**config.mk**
```make
export PLATFORM = sky130hd
export DESIGN_NAME = mem_port_arbiter
export DESIGN_NICKNAME = d
export VERILOG_FILES = /design/src/rtl/mem_port_arbiter.sv
export SDC_FILE = /design/constraint.sdc
export NUM_CORES = 1
export LEC_CHECK = 0
export ABC_AREA = 1
export CAP_MARGIN = 25
export CORE_AREA = 5 5 98 100
export CTS_CLUSTER_DIAMETER = 100
export CTS_CLUSTER_SIZE = 16
export DETAILED_ROUTE_END_ITERATION = 12
export DIE_AREA = 0 0 103 105
export GPL_ROUTABILITY_DRIVEN = 0
export GPL_TIMING_DRIVEN = 0
export PLACE_DENSITY = 0.73
export SETUP_SLACK_MARGIN = 0.15
export SYNTH_ARGS = -nofsm -noshare
export SYNTH_HDL_FRONTEND = slang
export SYNTH_SLANG_ARGS = --single-unit
```
**constraint.sdc**
```tcl
create_clock -name clk -period 1.21 [get_ports clk]
set_input_delay 0.1815 -clock clk [delete_from_list [all_inputs] [get_ports clk]]
set_output_delay 0.1815 -clock clk [all_outputs]
set_load 0.005 [all_outputs]
```
**src/rtl/mem_port_arbiter.sv**
```systemverilog
// mem_port_arbiter
// Shares the single-ported RAM data port between two bus masters:
// M0 (core data port) and M1 (DMA/debug loader). Round-robin arbitration
// with a same-cycle combinational grant, fixed 1-cycle read latency with the
// read data routed back to its issuer, and a bounded bus lock for atomic
// read-modify-write sequences.
//
// Ports
//   clk, reset                  clock; synchronous active-high reset
//   mX_req_i / mX_lock_i        per-master request / keep-ownership request
//   mX_we_i, mX_addr_i,         per-master byte enables (0 = read), address,
//   mX_data_i                   write data
//   mX_gnt_o                    transfer accepted this cycle (combinational)
//   mX_rvalid_o, mX_data_o      read response, one cycle after accepted read
//   s_en_o, s_we_o, s_addr_o,   RAM port request side
//   s_data_o
//   s_data_i                    RAM read data, valid 1 cycle after a read
module mem_port_arbiter #(
    parameter int unsigned AW       = 16,
    parameter int unsigned LOCK_MAX = 8
) (
    input  logic          clk,
    input  logic          reset,
    input  logic          m0_req_i,
    input  logic          m0_lock_i,
    input  logic [3:0]    m0_we_i,
    input  logic [AW-1:0] m0_addr_i,
    input  logic [31:0]   m0_data_i,
    output logic          m0_gnt_o,
    output logic          m0_rvalid_o,
    output logic [31:0]   m0_data_o,
    input  logic          m1_req_i,
    input  logic          m1_lock_i,
    input  logic [3:0]    m1_we_i,
    input  logic [AW-1:0] m1_addr_i,
    input  logic [31:0]   m1_data_i,
    output logic          m1_gnt_o,
    output logic          m1_rvalid_o,
    output logic [31:0]   m1_data_o,
    output logic          s_en_o,
    output logic [3:0]    s_we_o,
    output logic [AW-1:0] s_addr_o,
    output logic [31:0]   s_data_o,
    input  logic [31:0]   s_data_i
);

    localparam int unsigned CW = $clog2(LOCK_MAX + 1);

    typedef enum logic {S_IDLE, S_LOCKED} state_t;

    state_t        state_r, state_nx;
    logic          owner_r, owner_nx;     // 0 = M0, 1 = M1
    logic          last_r, last_nx;       // last granted master
    logic [CW-1:0] lock_cnt_r, lock_cnt_nx;
    logic          pend_r, pend_nx;
    logic          pend_id_r, pend_id_nx;

    logic          gnt0, gnt1, any_gnt, win_id, win_lock, owner_lock;
    logic [3:0]    win_we;

    // Grant decode; reset forces all grants low.
    always_comb begin
        gnt0 = 1'b0;
        gnt1 = 1'b0;
        if (!reset) begin
            if (state_r == S_LOCKED) begin
                gnt0 = m0_req_i & ~owner_r;
                gnt1 = m1_req_i & owner_r;
            end else if (m0_req_i && m1_req_i) begin
                // Tie goes to the master that did not win last.
                gnt0 = last_r;
                gnt1 = ~last_r;
            end else begin
                gnt0 = m0_req_i;
                gnt1 = m1_req_i;
            end
        end
    end

    assign any_gnt    = gnt0 | gnt1;
    assign win_id     = gnt1;
    assign win_lock   = gnt1 ? m1_lock_i : m0_lock_i;
    assign win_we     = gnt1 ? m1_we_i : m0_we_i;
    assign owner_lock = owner_r ? m1_lock_i : m0_lock_i;

    // State register
    always_ff @(posedge clk) begin
        if (reset) begin
            state_r    <= S_IDLE;
            owner_r    <= 1'b0;
            last_r     <= 1'b1;
            lock_cnt_r <= '0;
            pend_r     <= 1'b0;
            pend_id_r  <= 1'b0;
        end else begin
            state_r    <= state_nx;
            owner_r    <= owner_nx;
            last_r     <= last_nx;
            lock_cnt_r <= lock_cnt_nx;
            pend_r     <= pend_nx;
            pend_id_r  <= pend_id_nx;
        end
    end

    // Next-state logic
    always_comb begin
        state_nx    = state_r;
        owner_nx    = owner_r;
        lock_cnt_nx = lock_cnt_r;
        last_nx     = any_gnt ? win_id : last_r;
        pend_nx     = any_gnt && (win_we == 4'b0000);
        pend_id_nx  = win_id;
        case (state_r)
            S_IDLE: begin
                if (any_gnt && win_lock) begin
                    state_nx    = S_LOCKED;
                    owner_nx    = win_id;
                    lock_cnt_nx = CW'(1);
                end
            end
            S_LOCKED: begin
                // Lock ends on request drop or when the hold budget is spent;
                // last_r already equals the owner, so a waiting peer wins next.
                if (!owner_lock || lock_cnt_r == CW'(LOCK_MAX)) begin
                    state_nx    = S_IDLE;
                    lock_cnt_nx = '0;
                end else begin
                    lock_cnt_nx = lock_cnt_r + CW'(1);
                end
            end
            default: begin
                state_nx    = S_IDLE;
                lock_cnt_nx = '0;
            end
        endcase
    end

    // Outputs
    always_comb begin
        m0_gnt_o    = gnt0;
        m1_gnt_o    = gnt1;
        s_en_o      = any_gnt;
        s_we_o      = '0;
        s_addr_o    = '0;
        s_data_o    = '0;
        if (gnt1) begin
            s_we_o   = m1_we_i;
            s_addr_o = m1_addr_i;
            s_data_o = m1_data_i;
        end else if (gnt0) begin
            s_we_o   = m0_we_i;
            s_addr_o = m0_addr_i;
            s_data_o = m0_data_i;
        end
        m0_rvalid_o = ~reset & pend_r & ~pend_id_r;
        m1_rvalid_o = ~reset & pend_r & pend_id_r;
        m0_data_o   = m0_rvalid_o ? s_data_i : '0;
        m1_data_o   = m1_rvalid_o ? s_data_i : '0;
    end

endmodule
```
==> results.cfg <==
[sta]
max_freq_mhz = 547
fin_crit_ps = 1830
rsz0062_at_grt = yes
finalCritPeriodShare_pct = 151
fin_ws_ps = -618
fin_worst_skew_ps = 2.15
tns_ps = -55870
final_max_slew_viol_count = 0
setup_viol = 129
worstMarginPinSlew_ps = 222
hold_viol = 0
slew_headroom_pct = 85.1

[grt]
grt_pass1_vias = 3261
grt_usage_pct = 20.3
grt_pass1_wl_mm = 17.3
grt_overflow = 0
grt_max_degree = 11
grt_antenna_before_repair = 1

[critical_path]
cp-start-kind = register
cp_max_fo = 6
required_ps = 1030
crit_arrival_ps = 1650
crit_type = register to primary output
worst_setup_path_end_kind = primary output

[status]
violations = setup timing
status = complete, but fails checks

[route]
ant_nets = 0
drc_errors = 0
drt_iter0_markers = 91
vias_per_cell = 4.56
num_vias = 3190
drtPass1Iterations = 4
routedWlPerCell_um = 18.2
wl_mm = 12.7

[cells_and_area]
syn_to_final_growth_pct = 240
drive_gt1_share_pct = 53.9
n_antenna_cell = 0
nets = 737
multiInputGateArea_um2 = 1520
fillers = 724
seqCellArea_um2 = 196

[logic_synthesis]
synth_top_cell_by_area = a22o_1
yosysUniqueCellTypes = 27
synth_ff_type = dfxtp_1
synth_common_cells = nor2_1 (70), a22o_1 (48), inv_1 (39), nand2_1 (28), buf_6 (11)
yosysMostFrequentCell = nor2_1
ys_async_sr_fraction_pct = 0
synth_edf_count = 0
synthesis.nets = 393
synth_area_leaders = a22o_1 (27%), nor2_1 (17%), dfxtp_1 (12%)
postSynthCellCount = 249
netlist.area_leader.share_pct = 26.9
avgSynthCellArea_um2 = 6.28
netlist_area_um2 = 1560
synth_seq_cells = 9
yosys_warnings = 0
ys_seq_area_share_pct = 11.5

[run]
max_cap_viol_count = 0

[clock_network]
cts-root-buf = clkbuf_8
numCtsBuffers = 3
cts_buffer_depth = 2
cts_tree = yes
insertion_delay_ps = 230
h-tree-depth = 1
cts.clk_slew.worst_paths_ps = 40
clock_sinks = 9

[floorplanning]
die_y_um = 105
core-area_um2 = 8590
row_count = 34
die-width_um = 103
start_util_pct = 18.2
dieArea_um2 = 10800
pin_count = 263

[pwr]
power_mw = 2.08
power_density_nw_per_um2 = 391
leakage_nw = 2.66
irDropWorstVdd_mv = 0.500

[min_path]
min_path_type = input port to register

[placed_design]
dp_hpwl_mm = 9.22
port_buffers = 261
-- final cells by class --
type                    count  area share (%)
plain buffers              17            4.21
clock buffers               4           0.846
inverters                  46            3.81
multi-input cells         177            28.5
flip-flops and latches      9            3.69
well taps                 108            2.54
repair buffers            339            56.4
-- metrics by stage --
stage | setup slack [ps] | utilization, % | cell area [µm²] | hold slack [ps] | instances
after floorplan | 22.8 | - | 1660 | 370 | 249
after global placement | -903 | 51.3 | 4410 | 439 | 618
after detailed placement | -890 | 51.3 | 4410 | 445 | 618
after CTS | -640 | 55.5 | 4770 | 196 | 684
after global routing | -670 | 62.0 | 5330 | 210 | 700
final | -618 | 62.0 | 5330 | 201 | 700
-- layer usage --
metal	share of wire, %	up-vias	track usage (%)	wire length (µm)
met3	11	25	7.59	1360
li1	-	1508	-	-
met1	34	1486	20.7	4340
met4	2.5	2	5.18	316
met5	0.10	-	0	13
met2	53	169	38.0	6700
-- cell families (layout without fill, tap and decap cells) --
logic type | count (synthesis) | after routing | share of synthesized area (%)
AO/OA/AOI/OAI | 58 | 58 | 30.1
XOR/XNOR | 2 | 2 | 1.12
adder cells (fa/ha/maj) | 2 | 2 | 1.60
buffers and inverters | 63 | 406 | 21.4
flip-flops | 9 | 9 | 11.5
AND/OR/NAND/NOR | 115 | 115 | 34.3
-- power breakdown --
part           leakage [nW]  switching (mW)  internal, mW
registers            0.0766          0.0171         0.312
logic                  2.56           0.535         0.871
clock network        0.0228           0.119         0.230
-- state kept, by name, summed over array words and instances, names as in the netlist --
| register | count |
|---|---|
| state_r | 1 |
| last_r | 1 |
| owner_r | 1 |
| pend_r | 1 |
| lock_cnt_r | 4 |
| pend_id_r | 1 |
-- final timing paths --
check / startpoint / endpoint / slack, ps / cells past startpoint
hold reg to reg: last_r / last_r / 480 / 2
setup / recovery: state_r / s_data_o[2] / -620 / 9
setup reg to reg: last_r / pend_r / -290 / 12
hold / removal: reset / lock_cnt_r[0] / 200 / 2
-- critical path, stage by stage (launching register included) --
cell and delay [ps]:
dfxtp_4 390, nand2_4 70, and2_4 150, nand3_4 80, inv_6 60, buf_6 110
buf_6 110, buf_6 120, a22o_1 190, buf_2 130
-- placed cells by master (no fill, tap or decap), types with 3 or more instances in the layout --
master	Yosys	final
nand2_2	2	7
dfxtp_2	0	4
o21ai_2	0	3
buf_2	6	103
a22o_1	48	48
buf_6	11	80
nand4_1	5	5
buf_8	0	7
inv_4	1	3
dfxtp_4	0	3
nor2_1	70	12
nor2_4	0	52
nand2_1	28	20
clkdlybuf4s50_1	0	138
a21oi_1	6	5
inv_2	5	5
inv_1	39	35
buf_4	0	16
clkbuf_8	0	3
nor2_2	0	6
buf_12	0	6
nand2_4	1	4
-- what timing repair did --
item	in CTS	in global routing
cloned	8	1
setup buffers	54	15
resized for setup	585	128
hold buffers	0	0
pin swaps	24	21
endpoints found under the setup margin	129	130
Note: power is estimated with default switching activity, not from simulation.
